[config.mk]
export PLATFORM = sky130hd
export DESIGN_NAME = led_breath_pwm_flat
export DESIGN_NICKNAME = d
export VERILOG_FILES = /design/src/rtl/led_breath_pwm_pkg.sv /design/src/rtl/led_breath_pwm_if.sv /design/src/rtl/led_breath_pwm_gen.sv /design/src/rtl/led_breath_pwm.sv /design/src/flat_wrapper.sv
export SDC_FILE = /design/constraint.sdc
export NUM_CORES = 1
export LEC_CHECK = 0
export BUFFER_PORTS_ARGS = -buffer_cell sky130_fd_sc_hd__buf_2
export CELL_PAD_IN_SITES_DETAIL_PLACEMENT = 0
export CELL_PAD_IN_SITES_GLOBAL_PLACEMENT = 2
export CORE_ASPECT_RATIO = 1.75
export CORE_MARGIN = 2
export CORE_UTILIZATION = 34
export CTS_BUF_LIST = sky130_fd_sc_hd__clkbuf_2
export CTS_CLUSTER_SIZE = 25
export DETAILED_ROUTE_END_ITERATION = 6
export HOLD_SLACK_MARGIN = 0.15
export PLACE_DENSITY = 0.84
export SETUP_SLACK_MARGIN = 0.02
export SYNTH_ARGS = -nofsm -noshare
export SYNTH_HDL_FRONTEND = slang
export SYNTH_SLANG_ARGS = --single-unit
export TNS_END_PERCENT = 1
[constraint.sdc]
create_clock -name clk -period 2.5 [get_ports clk]
set_clock_uncertainty 0.1 [all_clocks]
set_input_delay 0.25 -clock clk [delete_from_list [all_inputs] [get_ports clk]]
set_output_delay 0.25 -clock clk [all_outputs]
set_load 0.02 [all_outputs]
[src/rtl/led_breath_pwm_pkg.sv]
// Shared types and helpers for the breathing-LED PWM stage.
// gamma_map is used only when LED_BREATH_GAMMA_EN is defined.
package led_breath_pkg;

   typedef enum logic [1:0] {
      ST_OFF       = 2'd0,
      ST_FADE_UP   = 2'd1,
      ST_ON        = 2'd2,
      ST_FADE_DOWN = 2'd3
   } state_e;

   function automatic int lmax_of(input int bits);
      return (1 << bits) - 1;
   endfunction

   // Squared-law brightness: duty = level*(level+1) >> bits, exact at 0 and LMAX.
   function automatic logic [31:0] gamma_map(input logic [31:0] lvl, input int bits);
      logic [63:0] prod;
      logic [63:0] shifted;
      prod    = {32'd0, lvl} * {32'd0, lvl + 32'd1};
      shifted = prod >> bits;
      return shifted[31:0];
   endfunction

endpackage

[src/rtl/led_breath_pwm_if.sv]
// Control/status bundle between the blinker side and the breathing-LED stage.
interface led_breath_pwm_if #(
   parameter int PWM_BITS = 8
);
   logic                enable;
   logic                led_in;
   logic                led_pwm;
   logic [PWM_BITS-1:0] level;
   logic                busy;
   logic                done;

   modport master (
      output enable, led_in,
      input  led_pwm, level, busy, done
   );

   modport slave (
      input  enable, led_in,
      output led_pwm, level, busy, done
   );
endinterface

[src/rtl/led_breath_pwm_gen.sv]
// Free-running PWM counter, duty comparator and registered LED drive.
module led_pwm_gen
   import led_breath_pkg::*;
#(
   parameter int PWM_BITS = 8
)(
   input  logic                clk,
   input  logic                rst_n,
   input  logic [PWM_BITS-1:0] i_duty,
   input  logic                i_enable,
   output logic                o_led_pwm
);
   localparam int LMAX = lmax_of(PWM_BITS);
   localparam logic [PWM_BITS-1:0] CNT_LAST = PWM_BITS'(LMAX - 1);

   logic [PWM_BITS-1:0] r_cnt;
   logic                r_pwm;

   // Period is LMAX, so duty LMAX stays high and duty 0 stays low.
   always_ff @(posedge clk or negedge rst_n) begin
      if (!rst_n) begin
         r_cnt <= '0;
         r_pwm <= 1'b0;
      end else if (!i_enable) begin
         r_cnt <= '0;
         r_pwm <= 1'b0;
      end else begin
         r_cnt <= (r_cnt == CNT_LAST) ? '0 : r_cnt + PWM_BITS'(1);
         r_pwm <= (r_cnt < i_duty);
      end
   end

   assign o_led_pwm = r_pwm;

endmodule

[src/rtl/led_breath_pwm.sv]
// Breathing-LED stage: ramps brightness up/down on each change of led_in.
// Define LED_BREATH_GAMMA_EN for a squared-law duty curve; default is linear.
module led_breath_pwm
   import led_breath_pkg::*;
#(
   parameter int PWM_BITS = 8,
   parameter int STEP_DIV = 16
)(
   input  logic             clk,
   input  logic             rst_n,
   led_breath_pwm_if.slave  bus
);
   localparam int LMAX = lmax_of(PWM_BITS);
   localparam logic [PWM_BITS-1:0] LVL_MAX = PWM_BITS'(LMAX);
   localparam logic [PWM_BITS-1:0] LVL_ONE = PWM_BITS'(1);
   localparam int SW = (STEP_DIV > 1) ? $clog2(STEP_DIV) : 1;
   localparam logic [SW-1:0] STEP_LAST = SW'(STEP_DIV - 1);

   localparam logic [1:0] S_OFF       = ST_OFF;
   localparam logic [1:0] S_FADE_UP   = ST_FADE_UP;
   localparam logic [1:0] S_ON        = ST_ON;
   localparam logic [1:0] S_FADE_DOWN = ST_FADE_DOWN;

   logic [1:0]          r_state;
   logic [PWM_BITS-1:0] r_level;
   logic [SW-1:0]       r_step;
   logic                r_busy;
   logic                r_done;

   logic [1:0]          w_state_next;
   logic [PWM_BITS-1:0] w_level_next;
   logic [SW-1:0]       w_step_next;
   logic                w_done_next;
   logic                w_busy_next;
   logic                w_tick;
   logic [PWM_BITS-1:0] w_duty;

   assign w_tick = (r_step == STEP_LAST);

   always_comb begin
      w_state_next = r_state;
      w_level_next = r_level;
      w_step_next  = r_step;
      w_done_next  = 1'b0;

      case (r_state)
         S_OFF: begin
            if (bus.led_in) w_state_next = S_FADE_UP;
         end
         S_FADE_UP: begin
            // A reversal wins over a coincident tick and leaves the level untouched.
            if (!bus.led_in) begin
               w_state_next = S_FADE_DOWN;
            end else if (w_tick) begin
               w_step_next = '0;
               if (r_level >= LVL_MAX - LVL_ONE) begin
                  w_level_next = LVL_MAX;
                  w_state_next = S_ON;
                  w_done_next  = 1'b1;
               end else begin
                  w_level_next = r_level + LVL_ONE;
               end
            end else begin
               w_step_next = r_step + SW'(1);
            end
         end
         S_ON: begin
            if (!bus.led_in) w_state_next = S_FADE_DOWN;
         end
         S_FADE_DOWN: begin
            if (bus.led_in) begin
               w_state_next = S_FADE_UP;
            end else if (w_tick) begin
               w_step_next = '0;
               if (r_level <= LVL_ONE) begin
                  w_level_next = '0;
                  w_state_next = S_OFF;
                  w_done_next  = 1'b1;
               end else begin
                  w_level_next = r_level - LVL_ONE;
               end
            end else begin
               w_step_next = r_step + SW'(1);
            end
         end
         default: begin
            w_state_next = S_OFF;
         end
      endcase

      if (w_state_next != r_state) w_step_next = '0;

      if (!bus.enable) begin
         w_state_next = S_OFF;
         w_level_next = '0;
         w_step_next  = '0;
         w_done_next  = 1'b0;
      end
   end

   assign w_busy_next = (w_state_next == S_FADE_UP) || (w_state_next == S_FADE_DOWN);

   always_ff @(posedge clk or negedge rst_n) begin
      if (!rst_n) begin
         r_state <= S_OFF;
         r_level <= '0;
         r_step  <= '0;
         r_busy  <= 1'b0;
         r_done  <= 1'b0;
      end else begin
         r_state <= w_state_next;
         r_level <= w_level_next;
         r_step  <= w_step_next;
         r_busy  <= w_busy_next;
         r_done  <= w_done_next;
      end
   end

`ifdef LED_BREATH_GAMMA_EN
   assign w_duty = PWM_BITS'(gamma_map(32'(r_level), PWM_BITS));
`else
   assign w_duty = r_level;
`endif

   led_pwm_gen #(
      .PWM_BITS (PWM_BITS)
   ) u_pwm_gen (
      .clk       (clk),
      .rst_n     (rst_n),
      .i_duty    (w_duty),
      .i_enable  (bus.enable),
      .o_led_pwm (bus.led_pwm)
   );

   assign bus.level = r_level;
   assign bus.busy  = r_busy;
   assign bus.done  = r_done;

endmodule

[src/flat_wrapper.sv]
// flat-port wrapper written by rule: the top's interface ports become plain ports
module led_breath_pwm_flat import led_breath_pkg::*;
#(
   parameter int PWM_BITS = 8,
   parameter int STEP_DIV = 16
)
  (clk, rst_n, bus_enable, bus_led_in, bus_led_pwm, bus_level, bus_busy, bus_done);
  led_breath_pwm_if #(.PWM_BITS(PWM_BITS)) bus_i ();
  input  logic clk;
  input  logic rst_n;
  input wire logic [$bits(bus_i.enable)-1:0] bus_enable;
  input wire logic [$bits(bus_i.led_in)-1:0] bus_led_in;
  output wire logic [$bits(bus_i.led_pwm)-1:0] bus_led_pwm;
  output wire logic [$bits(bus_i.level)-1:0] bus_level;
  output wire logic [$bits(bus_i.busy)-1:0] bus_busy;
  output wire logic [$bits(bus_i.done)-1:0] bus_done;
  assign bus_i.enable = bus_enable;
  assign bus_i.led_in = bus_led_in;
  assign bus_led_pwm = bus_i.led_pwm;
  assign bus_level = bus_i.level;
  assign bus_busy = bus_i.busy;
  assign bus_done = bus_i.done;
  led_breath_pwm #(.PWM_BITS(PWM_BITS), .STEP_DIV(STEP_DIV)) u_core (.clk(clk), .rst_n(rst_n), .bus(bus_i));
endmodule
-- Word-level counts from Yosys, hierarchy flattened
Index checks and enable logic that the tools add are counted.
W data, S select, Z words.
- reductions and logical operators: 4
- muxes and demuxes: 35
- $add $sub $neg: 4
- $lt $le $gt $ge: 3
- equal/unequal tests: 16
- operator list (operator ; number):
    $mux W8 ; 9
    $mux W4 ; 5
    $mux W2 ; 9
    $add A8 B1 Y8 const B ; 2
    $pmux W8 S2 ; 1
    $eq A8 B8 Y1 const B ; 1
    $ge A8 B8 Y1 const B ; 1
    $le A8 B1 Y1 const B ; 1
    $lt A8 B8 Y1 ; 1
    $mux W1 ; 8
    $ne A4 B3 Y1 const B ; 2
    $pmux W2 S4 ; 1
    $pmux W4 S2 ; 1
    $sub A8 B1 Y8 const B ; 1
    $eq A2 B2 Y1 const B ; 3
    $ne A3 B2 Y1 const B ; 2
    $ne A3 B3 Y1 const B ; 2
    $reduce_and A5 Y1 ; 1
    $add A4 B1 Y4 const B ; 1
    $eq A2 B1 Y1 const B ; 2
    $eq A4 B4 Y1 const B ; 1
    $ne A4 B1 Y1 const B ; 1
    $ne A3 B1 Y1 const B ; 1
    $reduce_and A3 Y1 ; 1
    other kinds (4) ; 4
- output and inout port bits: 11
- bits in registers: 25
- input bits: 4

-- Logic depth before layout (Yosys ltp)
Gate-level depths: netlist (run 1).
- word-level depth: 8
- depth in mapped cells: 8
- depth with buffers taken out: 7

-- Hierarchy
Synthesis (run 1) repeated with hierarchy kept, for this count alone.
- cells, all modules: 206
- area total of the unflattened synthesis: 1834.3 um^2
- modules (own cells, without submodules) (module ; cells each ; times used ; sequential area each (um^2) ; area an instance (um^2)):
    led_breath_pwm ; 147 ; 1 ; 375.4 ; 1242.4
    led_pwm_gen ; 59 ; 1 ; 225.2 ; 591.8

-- Worst setup path before layout (run 1)
Ideal clock, no wire load.
- path type: flip-flop to flip-flop
- from: reg u_core.r_level[1], in the netlist u_core.bus.level[1]
- to: reg u_core.r_level[6], in the netlist u_core.bus.level[6]
- setup slack: -0.002 ns
- required time: 2.312 ns
- clock period less this slack: 2.502 ns
- cell stages (with the launch flop): 9
- arrival: 2.314 ns
- path through: dfrtp_1 > clkbuf_1 > inv_1 > ha_1 > or4b_2 > or4_1 > a31oi_1 > nor2_1 > nor3b_1
- cells in the longest elaborated chain, start to end: 6
- elaborated cells on any way between the ends: 12
- those cells by class: 2 x add/sub; 2 x order compare; 8 x mux
- RTL lines (element ; RTL line ; text):
    from (decl) ; led_breath_pwm.sv:25 ; logic [PWM_BITS-1:0] r_level;
    from (signal assigned) ; led_breath_pwm.sv:112 ; r_level <= w_level_next;
    $sub A8 B1 Y8, or another cell as far along ; led_breath_pwm.sv:80 ; w_level_next = r_level - LVL_ONE;
    $mux W8, on equally long branches ; led_breath_pwm.sv:75, led_breath_pwm.sv:56 ;
    $mux W8, on equally long branches ; led_breath_pwm.sv:73, led_breath_pwm.sv:54 ;
    $mux W8, on equally long branches ; led_breath_pwm.sv:71, led_breath_pwm.sv:52 ;
    $pmux W8 S2 * ; led_breath_pwm.sv:46 ; case (r_state)
    $mux W8 * ; led_breath_pwm.sv:93 ; if (!bus.enable) begin
Every way passes the cells marked *; elsewhere a longest branch is shown, timed or not. The select of a mux whose other input is x is not followed.
A chain may end at the register's enable or synchronous reset.

-- Worst setup path in the final report (run 1)
- from: reg u_core.r_level[4], in the netlist u_core.bus.level[4]
- to: reg u_core.r_level[3], in the netlist u_core.bus.level[3]
- cells in the longest elaborated chain, start to end: 6
- elaborated cells on any way between the ends: 10
- those cells by class: 2 x order compare; 8 x mux
- RTL lines (element ; RTL line):
    $le A8 B1 Y1 / $ge A8 B8 Y1 (equally long branches) ; led_breath_pwm.sv:75, led_breath_pwm.sv:56
    $mux W8, on equally long branches ; led_breath_pwm.sv:75, led_breath_pwm.sv:56
    $mux W8, on equally long branches ; led_breath_pwm.sv:73, led_breath_pwm.sv:54
    $mux W8, on equally long branches ; led_breath_pwm.sv:71, led_breath_pwm.sv:52
    $pmux W8 S2 * ; led_breath_pwm.sv:46
    $mux W8 * ; led_breath_pwm.sv:93
Marked as above.

==> out/summary.txt, run 1 <==
total net switching power = 0.202 mW
Total Nets Final = 241
Post-synth ARST share = 100%
Met3 Wirelength = 83 um
final setup vio count = 0
die height = 98.6 um
fmax = 427 MHz
CP most frequent cell = or4_4
Post-Syn Instances = 200
max_cap viols = 0
Worst setup EP type = register
Post-synth EDFFs = 0
CTS tree = done
drt wl/cell = 16.4 um
min Tclk post-route = 2.34 ns
IO Count = 15
Sw Ratio = 29.2%
die area = 5730 um^2
Comb power frac = 12.2%
slowest cell on the critical path = or4_4
post-DR vias/cell = 5.63
Final Max Slew Viols = 0
wl on met1 = 1.83 mm
crit-path cells = or4_4, or4_4, o211a_4, a32o_1
via count of the first global-routing pass = 1,582
Root Buffer = clkbuf_2
Setup WS post-layout = 0.159 ns
clock network power share = 25.4%
Power Density = 352 nW/um^2
Iteration-0 DRC Markers = 71
CP peak stage delay = 0.57 ns
CTS resizes = 0
worst min-delay path class = input port to asynchronous set/reset pin
post-layout util = 39.9%
total grt overflow = 0
Distinct cells, synth = 45
Initial Utilization = 35.3%
Crit path required time = 2.70 ns
total detailed-routing wirelength = 4.53 mm
Slew @ Worst Pin = 0.605 ns
Syn Area/Cell = 8.70 um^2
Fin. Hold Viols = 0
fill count = 526
max_slew headroom = 59.7%
Post-CTS Setup Bufs = 0
WS Path Type = register to register
hold buffers post-CTS = 4
htree depth = 1
post-route ant nets = 0
Critical Path Source Type = register
ant diodes = 0
first-pass GRT wire length = 7.73 mm
routed via count = 1,553
Seq/Total Area, Yosys = 35.9%
# clock sinks = 25
Synthesized Nets = 218
met2 routed WL = 2.47 mm
sequential share of power = 62.4%
total power = 0.693 mW
1st-pass router iterations = 4
internal power component = 0.491 mW
crit share post-route = 93.6%
initial antenna violation count = 0
Worst-path clk slew = 0.26 ns
PortBufs = 14
worst slack, placed = 0.193 ns
Peak VDD IR = 246 uV
largest net degree at the start of global routing = 26
RePlAce Congestion = 0.899
status = complete, no violations
synth-to-layout area growth = 13.2%
Synth Flop Type = dfrtp_1
Total GRT Usage = 17.4%
leak pwr = 0.892 nW
row cnt = 34
core area = 4930 um^2
die width = 58.1 um
crit path DAT = 2.54 ns
CP max FO = 9
CTS Buf Count = 3
top sig layer = met4
yosys warns = 0
layout cell share with drive strength beyond 1 = 14.9%
RSZ-0062 raised after global routing = no
post-route DRC violation count = 0
Setup Total Neg Slack = 0 ns
CTS max path bufs = 2
Post-Syn Area = 1740 um^2
Clk Latency, worst-skew pair = 0.36 ns
Synth Register Bits = 25
Detailed Place HPWL = 3.46 mm
==> logic make-up after synthesis <==
group / share of synthesized area (%)
compound gates: 18.1
xor+xnor: 6.04
fa+ha+maj: 10.1
buf+inv: 4.17
flops: 35.9
mux: 1.73
simple gates: 23.9
==> stage by stage <==
stage / instance area [um^2] / hold slack [ns] / instances
2_1_floorplan: 1740 / -0.146 / 200
3_3_place_gp: 1910 / 0.194 / 268
3_5_place_dp: 1910 / 0.191 / 268
4_1_cts: 1970 / 0.280 / 276
5_1_grt: 1970 / 0.326 / 276
6_report: 1970 / 0.282 / 276
==> cells in the mapped netlist, types with 2 or more instances <==
library cell	n	area, um^2
and2_1	4	25.0
o221ai_1	2	17.5
inv_1	10	37.5
nand4_1	4	25.0
and3_1	3	18.8
ha_1	14	175
nand3_1	10	50.1
nand2b_1	4	25.0
a31oi_1	2	12.5
o21a_1	3	22.5
nor3b_1	2	15.0
or4_4	2	22.5
o21ai_0	11	55.1
nor2_1	17	63.8
clkbuf_1	8	30.0
and4_1	2	17.5
nor4_1	2	12.5
nor3_1	2	10.0
a21oi_1	13	65.1
mux2i_1	3	30.0
dfrtp_1	25	626
a21boi_0	2	15.0
a211oi_1	2	15.0
xnor2_1	4	35.0
a22o_1	2	17.5
xor2_1	8	70.1
nand2_1	21	78.8
==> cell usage in the layout (no fill, tap or decap), types with 2 or more instances in the layout <==
master	instances
dfrtp_1	25
and4_1	2
buf_4	9
nand4_1	4
nor2_1	17
nand2_1	21
a21oi_1	13
o21a_1	3
a22o_1	2
nand3_1	10
and3_1	3
nand2b_1	4
a21boi_0	2
a211oi_1	2
dlygate4sd3_1	4
clkbuf_2	4
o221ai_1	2
buf_2	14
nor3_1	2
and2_1	4
a31oi_1	2
or4_4	2
xor2_1	8
o21ai_0	11
ha_1	14
inv_1	10
xnor2_1	4
mux2i_1	3
nor4_1	2
nor3b_1	2
==> registers in the layout, summed over array words and instances (netlist names) <==
signal	count
u_core.u_pwm_gen.r_cnt	8
u_core.r_step	4
u_core.r_state	2
u_core.u_pwm_gen.o_led_pwm	1
u_core.bus.done	1
u_core.bus.busy	1
u_core.bus.level	8
==> routing by layer <==
| layer | GRT usage, % | vias up |
|---|---|---|
| met5 | 0 | - |
| met4 | 7.87 | 0 |
| met3 | 1.18 | 10 |
| met2 | 31.6 | 26 |
| met1 | 20.0 | 758 |
| li1 | - | 759 |
==> worst max-delay path, delay by kind of cell (launching register included) <==
family | cells | cell delay [ns]
simple gates | 2 | 1.10
flops | 1 | 0.55
compound gates | 2 | 0.52
==> cell type report <==
cell class	instances	area, um^2	area share, %
inverter	10	37.5	1.90
clock buffer	4	20.0	1.02
tap	54	67.6	3.43
timing repair buffer	27	178	9.02
sequential	25	626	31.7
multi-input combinational	156	1040	52.9
==> power by group through the flow <==
stage	sequential, mW	combinational [mW]	clock, mW
3_3_place_gp	0.439	0.0826	0
4_1_cts	0.432	0.0866	0.184
5_1_grt	0.435	0.100	0.194
6_report	0.432	0.0848	0.176
3_5_place_dp	0.439	0.0816	0
2_1_floorplan	0.435	0.0556	0
==> final timing paths <==
check	start	end	slack, ns	depth (start not counted)
setup reg to reg	u_core.bus.level[4]	u_core.bus.level[3]	0.16	4
min in group clk	u_core.u_pwm_gen.r_cnt[0]	u_core.u_pwm_gen.r_cnt[0]	0.47	1
max in group asynchronous	rst_n	u_core.bus.level[7]	1.63	2
hold / removal	rst_n	u_core.r_step[1]	0.28	2
setup / recovery	u_core.bus.level[4]	u_core.bus.level[3]	0.16	4
hold reg to reg	u_core.u_pwm_gen.r_cnt[0]	u_core.u_pwm_gen.r_cnt[0]	0.47	1
No activity file was read; power rests on OpenSTA's default activity.
==> run 2: changes to the inputs <==
--- a/config.mk
+++ b/config.mk
@@ -10,12 +10,12 @@
 export CELL_PAD_IN_SITES_GLOBAL_PLACEMENT = 2
 export CORE_ASPECT_RATIO = 1.75
 export CORE_MARGIN = 2
-export CORE_UTILIZATION = 34
+export CORE_UTILIZATION = 38
 export CTS_BUF_LIST = sky130_fd_sc_hd__clkbuf_2
 export CTS_CLUSTER_SIZE = 25
 export DETAILED_ROUTE_END_ITERATION = 6
 export HOLD_SLACK_MARGIN = 0.15
-export PLACE_DENSITY = 0.84
+export PLACE_DENSITY = 0.89
 export SETUP_SLACK_MARGIN = 0.02
 export SYNTH_ARGS = -nofsm -noshare
 export SYNTH_HDL_FRONTEND = slang
==> constraint.sdc (replaced) <==
create_clock -name clk -period 2.6 [get_ports clk]
set_clock_uncertainty 0.1 [all_clocks]
set_input_delay 0.26 -clock clk [delete_from_list [all_inputs] [get_ports clk]]
set_output_delay 0.26 -clock clk [all_outputs]
set_load 0.02 [all_outputs]
==> run 2 against run 1 <==
Net effect: utilization increased by 4.3 points; critical path type unchanged; count of clock-buffer cells in the layout unchanged; combinational power decreased by 3.9%; critical endpoint is now u_core.bus.level[6]; final cell count decreased by 2.2%.
==> out/summary.txt, run 2 (synthesis results as in run 1) <==
status = complete, no violations
most frequent cells in the layout = dfrtp_1, nand2_1, nor2_1
Initial Utilization = 39.5%
RSZ-0062 raised after global routing = no
Multi-input gate area = 1040 um^2
layout cell share with drive strength beyond 1 = 14.6%
leak pwr = 0.877 nW
Worst-path clk slew = 0.24 ns
R2R cell count = 7
Peak VDD IR = 224 uV
htree depth = 1
Clk Latency, worst-skew pair = 0.35 ns
placed inst area = 1880 um^2
Total GRT Usage = 19.2%
ant diodes = 0
Post-CTS Setup Bufs = 0
Root Buffer = clkbuf_2
slowest cell on the critical path = or4b_2
first-pass GRT wire length = 7.19 mm
crit share post-route = 92.5%
via count of the first global-routing pass = 1,459
die height = 93.5 um
fmax = 416 MHz
synth-to-layout area growth = 11.9%
Total Nets Final = 238
largest net degree at the start of global routing = 26
Setup Total Neg Slack = 0 ns
final setup vio count = 0
Iteration-0 DRC Markers = 51
CTS Buf Count = 3
post-route DRC violation count = 0
total grt overflow = 0
total detailed-routing wirelength = 4.32 mm
Crit path required time = 2.79 ns
1st-pass router iterations = 4
Worst Setup SP = u_core.bus.level[1]
row cnt = 32
Power Density = 338 nW/um^2
fill count = 485
# clock sinks = 25
Final Max Slew Viols = 0
clock network power share = 24.4%
FF-to-FF setup slack = 0.20 ns
die area = 5160 um^2
Sw Ratio = 28.3%
Crit. path cell count = 7
Sequential cell area = 626 um^2
capture point of the worst path = u_core.bus.level[6]
Worst Path Buf+Inv = 1
commonest non-fill, non-tap cell in the layout = dfrtp_1
crit-path leading delay family = simple AND/OR/NAND/NOR gates
Worst setup EP type = register
sequential share of power = 63.2%
core area = 4400 um^2
post-DR vias/cell = 5.51
worst min-delay path class = input port to asynchronous set/reset pin
CTS tree = done
Fin. Hold Viols = 0
internal power component = 0.471 mW
WS Path Type = register to register
CP max FO = 4
Slew @ Worst Pin = 0.597 ns
post-route ant nets = 0
Comb power frac = 12.4%
PortBufs = 14
worst r2r dst = u_core.bus.level[6]
fin area = 1950 um^2
CTS max path bufs = 2
crit path DAT = 2.59 ns
total net switching power = 0.186 mW
Critical Path Source Type = register
RePlAce Congestion = 0.853
placed cells = 262
IO Count = 15
routed via count = 1,487
crit-path cells = inv_1, ha_2, or4b_2, or4_1, a31oi_1, nor2_1, nor3b_1
Non-Filler Instances = 270
total power = 0.658 mW
initial antenna violation count = 0
Detailed Place HPWL = 3.25 mm
min Tclk post-route = 2.40 ns
drt wl/cell = 16.0 um
Critical R2R Launch = u_core.bus.level[1]
die width = 55.2 um
max_slew headroom = 60.2%
CP peak stage delay = 0.60 ns
max_cap viols = 0
[run 2: changes by cell type in the layout (fill, tap and decap cells not counted)]
cell / change
inv_2: +1
ha_1: -1
inv_1: -1
ha_2: +1
buf_4: -3
[run 2: layer usage]
metal / global-route usage, % / vias to the layer above / share of wire [%]
met1: 24.4 / 692 / 41
met5: 0 / - / 0
met2: 31.3 / 32 / 53
met3: 1.92 / 10 / 3.2
li1: - / 753 / -
met4: 8.74 / 0 / 3.2
[run 2: worst min path at each step]
stage               start          endpoint
detailed placement  rst_n  u_core.r_step[0]
global route        rst_n  u_core.r_step[0]
CTS                 rst_n  u_core.r_step[0]
global placement    rst_n  u_core.r_step[0]
floorplan           rst_n   u_core.bus.busy
finish              rst_n  u_core.r_step[0]
[run 2: layout make-up]
| type | count | area share [%] |
|---|---|---|
| well taps | 51 | 3.28 |
| repair buffers | 24 | 7.97 |
| multi-input cells | 156 | 53.7 |
| inverters | 10 | 1.93 |
| clock buffers | 4 | 1.03 |
| flip-flops and latches | 25 | 32.1 |
[run 2: repair_timing]
item,CTS,global route
setup endpoints to repair,0,1
hold buffers,4,0
endpoints found under the hold margin,32,0
resized for setup,0,2
[run 2: power by group through the flow]
| stage | registers [mW] | clock network [mW] | logic [mW] |
|---|---|---|---|
| 6_report | 0.416 | 0.161 | 0.0815 |
| 3_3_place_gp | 0.422 | 0 | 0.0787 |
| 5_1_grt | 0.418 | 0.184 | 0.0938 |
| 3_5_place_dp | 0.422 | 0 | 0.0784 |
| 4_1_cts | 0.416 | 0.173 | 0.0833 |
| 2_1_floorplan | 0.418 | 0 | 0.0535 |
[run 2: stage by stage]
step	hold WS, ns	worst slack, ns	util (%)
6_report	0.301	0.195	44.2
5_1_grt	0.342	0.0263	44.2
4_1_cts	0.303	0.168	44.1
3_5_place_dp	0.207	0.214	42.8
3_3_place_gp	0.204	0.285	42.8
2_1_floorplan	-0.136	0.0983	-
[run 2: worst register-to-register path, stage by stage (launching register included)]
cell and delay, ns:
dfrtp_1 0.44, inv_1 0.12, ha_2 0.22, or4b_2 0.60, or4_1 0.42, a31oi_1 0.21, nor2_1 0.06, nor3b_1 0.19
==> run 3: changes to the inputs <==
--- a/config.mk
+++ b/config.mk
@@ -10,12 +10,11 @@
 export CELL_PAD_IN_SITES_GLOBAL_PLACEMENT = 2
 export CORE_ASPECT_RATIO = 1.75
 export CORE_MARGIN = 2
-export CORE_UTILIZATION = 38
-export CTS_BUF_LIST = sky130_fd_sc_hd__clkbuf_2
+export CORE_UTILIZATION = 39
 export CTS_CLUSTER_SIZE = 25
 export DETAILED_ROUTE_END_ITERATION = 6
 export HOLD_SLACK_MARGIN = 0.15
-export PLACE_DENSITY = 0.89
+export PLACE_DENSITY = 0.91
 export SETUP_SLACK_MARGIN = 0.02
 export SYNTH_ARGS = -nofsm -noshare
 export SYNTH_HDL_FRONTEND = slang
==> constraint.sdc (replaced) <==
create_clock -name clk -period 3 [get_ports clk]
set_clock_uncertainty 0.1 [all_clocks]
set_input_delay 0.3 -clock clk [delete_from_list [all_inputs] [get_ports clk]]
set_output_delay 0.3 -clock clk [all_outputs]
set_load 0.02 [all_outputs]
==> run 3 against run 2 <==
Net effect: count of clock-buffer cells in the layout stayed put; utilization is 0.28 points lower; first-iteration DRC count is 22% lower; largest power group unchanged; register-to-register slack better by 0.28 ns; sequential power is 14% lower; largest cell class unchanged; die area is 2.4% lower; flip-flop and latch count stayed put; routed wire length is 3.5% lower; cell area is 1.5% lower; critical path depth stayed put; highest routed layer unchanged; final cell count is 2.2% lower; via count hardly changed.
==> out/summary.txt, run 3 (synthesis results as in run 1) <==
status = complete, no violations
Iteration-0 DRC Markers = 40
layout cell share with drive strength beyond 1 = 12.2%
Setup Total Neg Slack = 0 ns
crit share post-route = 84.1%
total net switching power = 0.164 mW
Non-Filler Instances = 264
slowest cell on the critical path = or4b_2
post-DR vias/cell = 5.63
Crit path required time = 3.09 ns
CTS max path bufs = 2
Setup WS post-layout = 0.478 ns
R2R cell count = 7
capture point of the worst path = u_core.bus.level[6]
Critical R2R Launch = u_core.bus.level[1]
internal power component = 0.465 mW
placed inst area = 1860 um^2
sequential share of power = 57.0%
fin area = 1920 um^2
Crit. path cell count = 7
Worst Path Buf+Inv = 1
CTS tree = done
worst slack, placed = 0.514 ns
fmax = 397 MHz
leak pwr = 0.857 nW
Fin. Hold Viols = 0
die area = 5030 um^2
Detailed Place HPWL = 3.18 mm
total grt overflow = 0
Worst-path clk slew = 0.09 ns
Clk Latency, worst-skew pair = 0.27 ns
synth-to-layout area growth = 10.1%
crit path DAT = 2.61 ns
Initial Utilization = 39.9%
Peak VDD IR = 296 uV
post-route ant nets = 0
RePlAce Congestion = 0.958
Total Nets Final = 232
first-pass GRT wire length = 7.15 mm
ant diodes = 0
core area = 4360 um^2
clock network power share = 32.3%
fill count = 470
Sw Ratio = 26.1%
WHS Path Cells = 3
row cnt = 32
IO Count = 15
htree depth = 1
worst r2r dst = u_core.bus.level[6]
FF-to-FF setup slack = 0.48 ns
CTS Buf Count = 3
die height = 92.4 um
Sequential cell area = 626 um^2
post-layout util = 43.9%
drt wl/cell = 15.8 um
post-route DRC violation count = 0
total power = 0.629 mW
max_cap viols = 0
Slew @ Worst Pin = 0.603 ns
CP max FO = 11
RSZ-0062 raised after global routing = no
die width = 54.5 um
most frequent cells in the layout = dfrtp_1, nand2_1, nor2_1
CTS resizes = 0
initial antenna violation count = 0
total detailed-routing wirelength = 4.16 mm
Hold WS = 0.235 ns
Final Max Slew Viols = 0
crit-path leading delay family = simple AND/OR/NAND/NOR gates
Root Buffer = clkbuf_8
Post-CTS Setup Bufs = 0
placed cells = 259
Multi-input gate area = 1040 um^2
Total GRT Usage = 19.3%
final setup vio count = 0
Worst Setup SP = u_core.bus.level[1]
worst min-delay path class = input port to register
max_slew headroom = 59.8%
Worst setup EP type = register
via count of the first global-routing pass = 1,537
min Tclk post-route = 2.52 ns
WS Path Type = register to register
Power Density = 328 nW/um^2
routed via count = 1,486
crit-path cells = inv_1, ha_1, or4b_2, or4_1, a31oi_1, nor2_1, nor3b_1
hold buffers post-CTS = 1
1st-pass router iterations = 4
# clock sinks = 25
Comb power frac = 10.7%
largest net degree at the start of global routing = 26
commonest non-fill, non-tap cell in the layout = dfrtp_1
Critical Path Source Type = register
PortBufs = 14
CP peak stage delay = 0.61 ns
-- run 3: how the worst min path moves through the flow --
stage                   endpoint  slack (ns)        from
5_1_grt        u_core.r_state[0]        0.25  bus_led_in
3_3_place_gp    u_core.r_step[3]        0.24       rst_n
6_report       u_core.r_state[0]        0.24  bus_led_in
3_5_place_dp    u_core.r_step[3]        0.25       rst_n
4_1_cts        u_core.r_state[0]        0.22  bus_led_in
2_1_floorplan    u_core.bus.busy        -0.1       rst_n
-- run 3: power groups by stage --
stage	Clock [mW]	Combinational, mW	Sequential [mW]
detailed placement	0	0.0677	0.365
CTS	0.218	0.0691	0.359
global route	0.225	0.0780	0.361
floorplan	0	0.0464	0.362
global placement	0	0.0682	0.366
finish	0.203	0.0675	0.359
-- run 3: final cells by class --
type	instances	share of cell area (%)
Timing Repair Buffer	18	5.35
Tap cell	51	3.33
Clock buffer	4	2.35
Inverter	10	1.96
Sequential cell	25	32.6
Multi-Input combinational cell	156	54.4
-- run 3: worst reg2reg max path, stage by stage (launching register included) --
cell	delay (ns)
dfrtp_1	0.51
inv_1	0.16
ha_1	0.23
or4b_2	0.61
or4_1	0.42
a31oi_1	0.18
nor2_1	0.05
nor3b_1	0.19
-- run 3: routing by layer --
layer / GRT usage (%) / share of wire, %
met1: 22.5 / 41
met2: 32.0 / 54
met3: 2.90 / 1.6
met4: 10.6 / 3.2
met5: 0 / 0
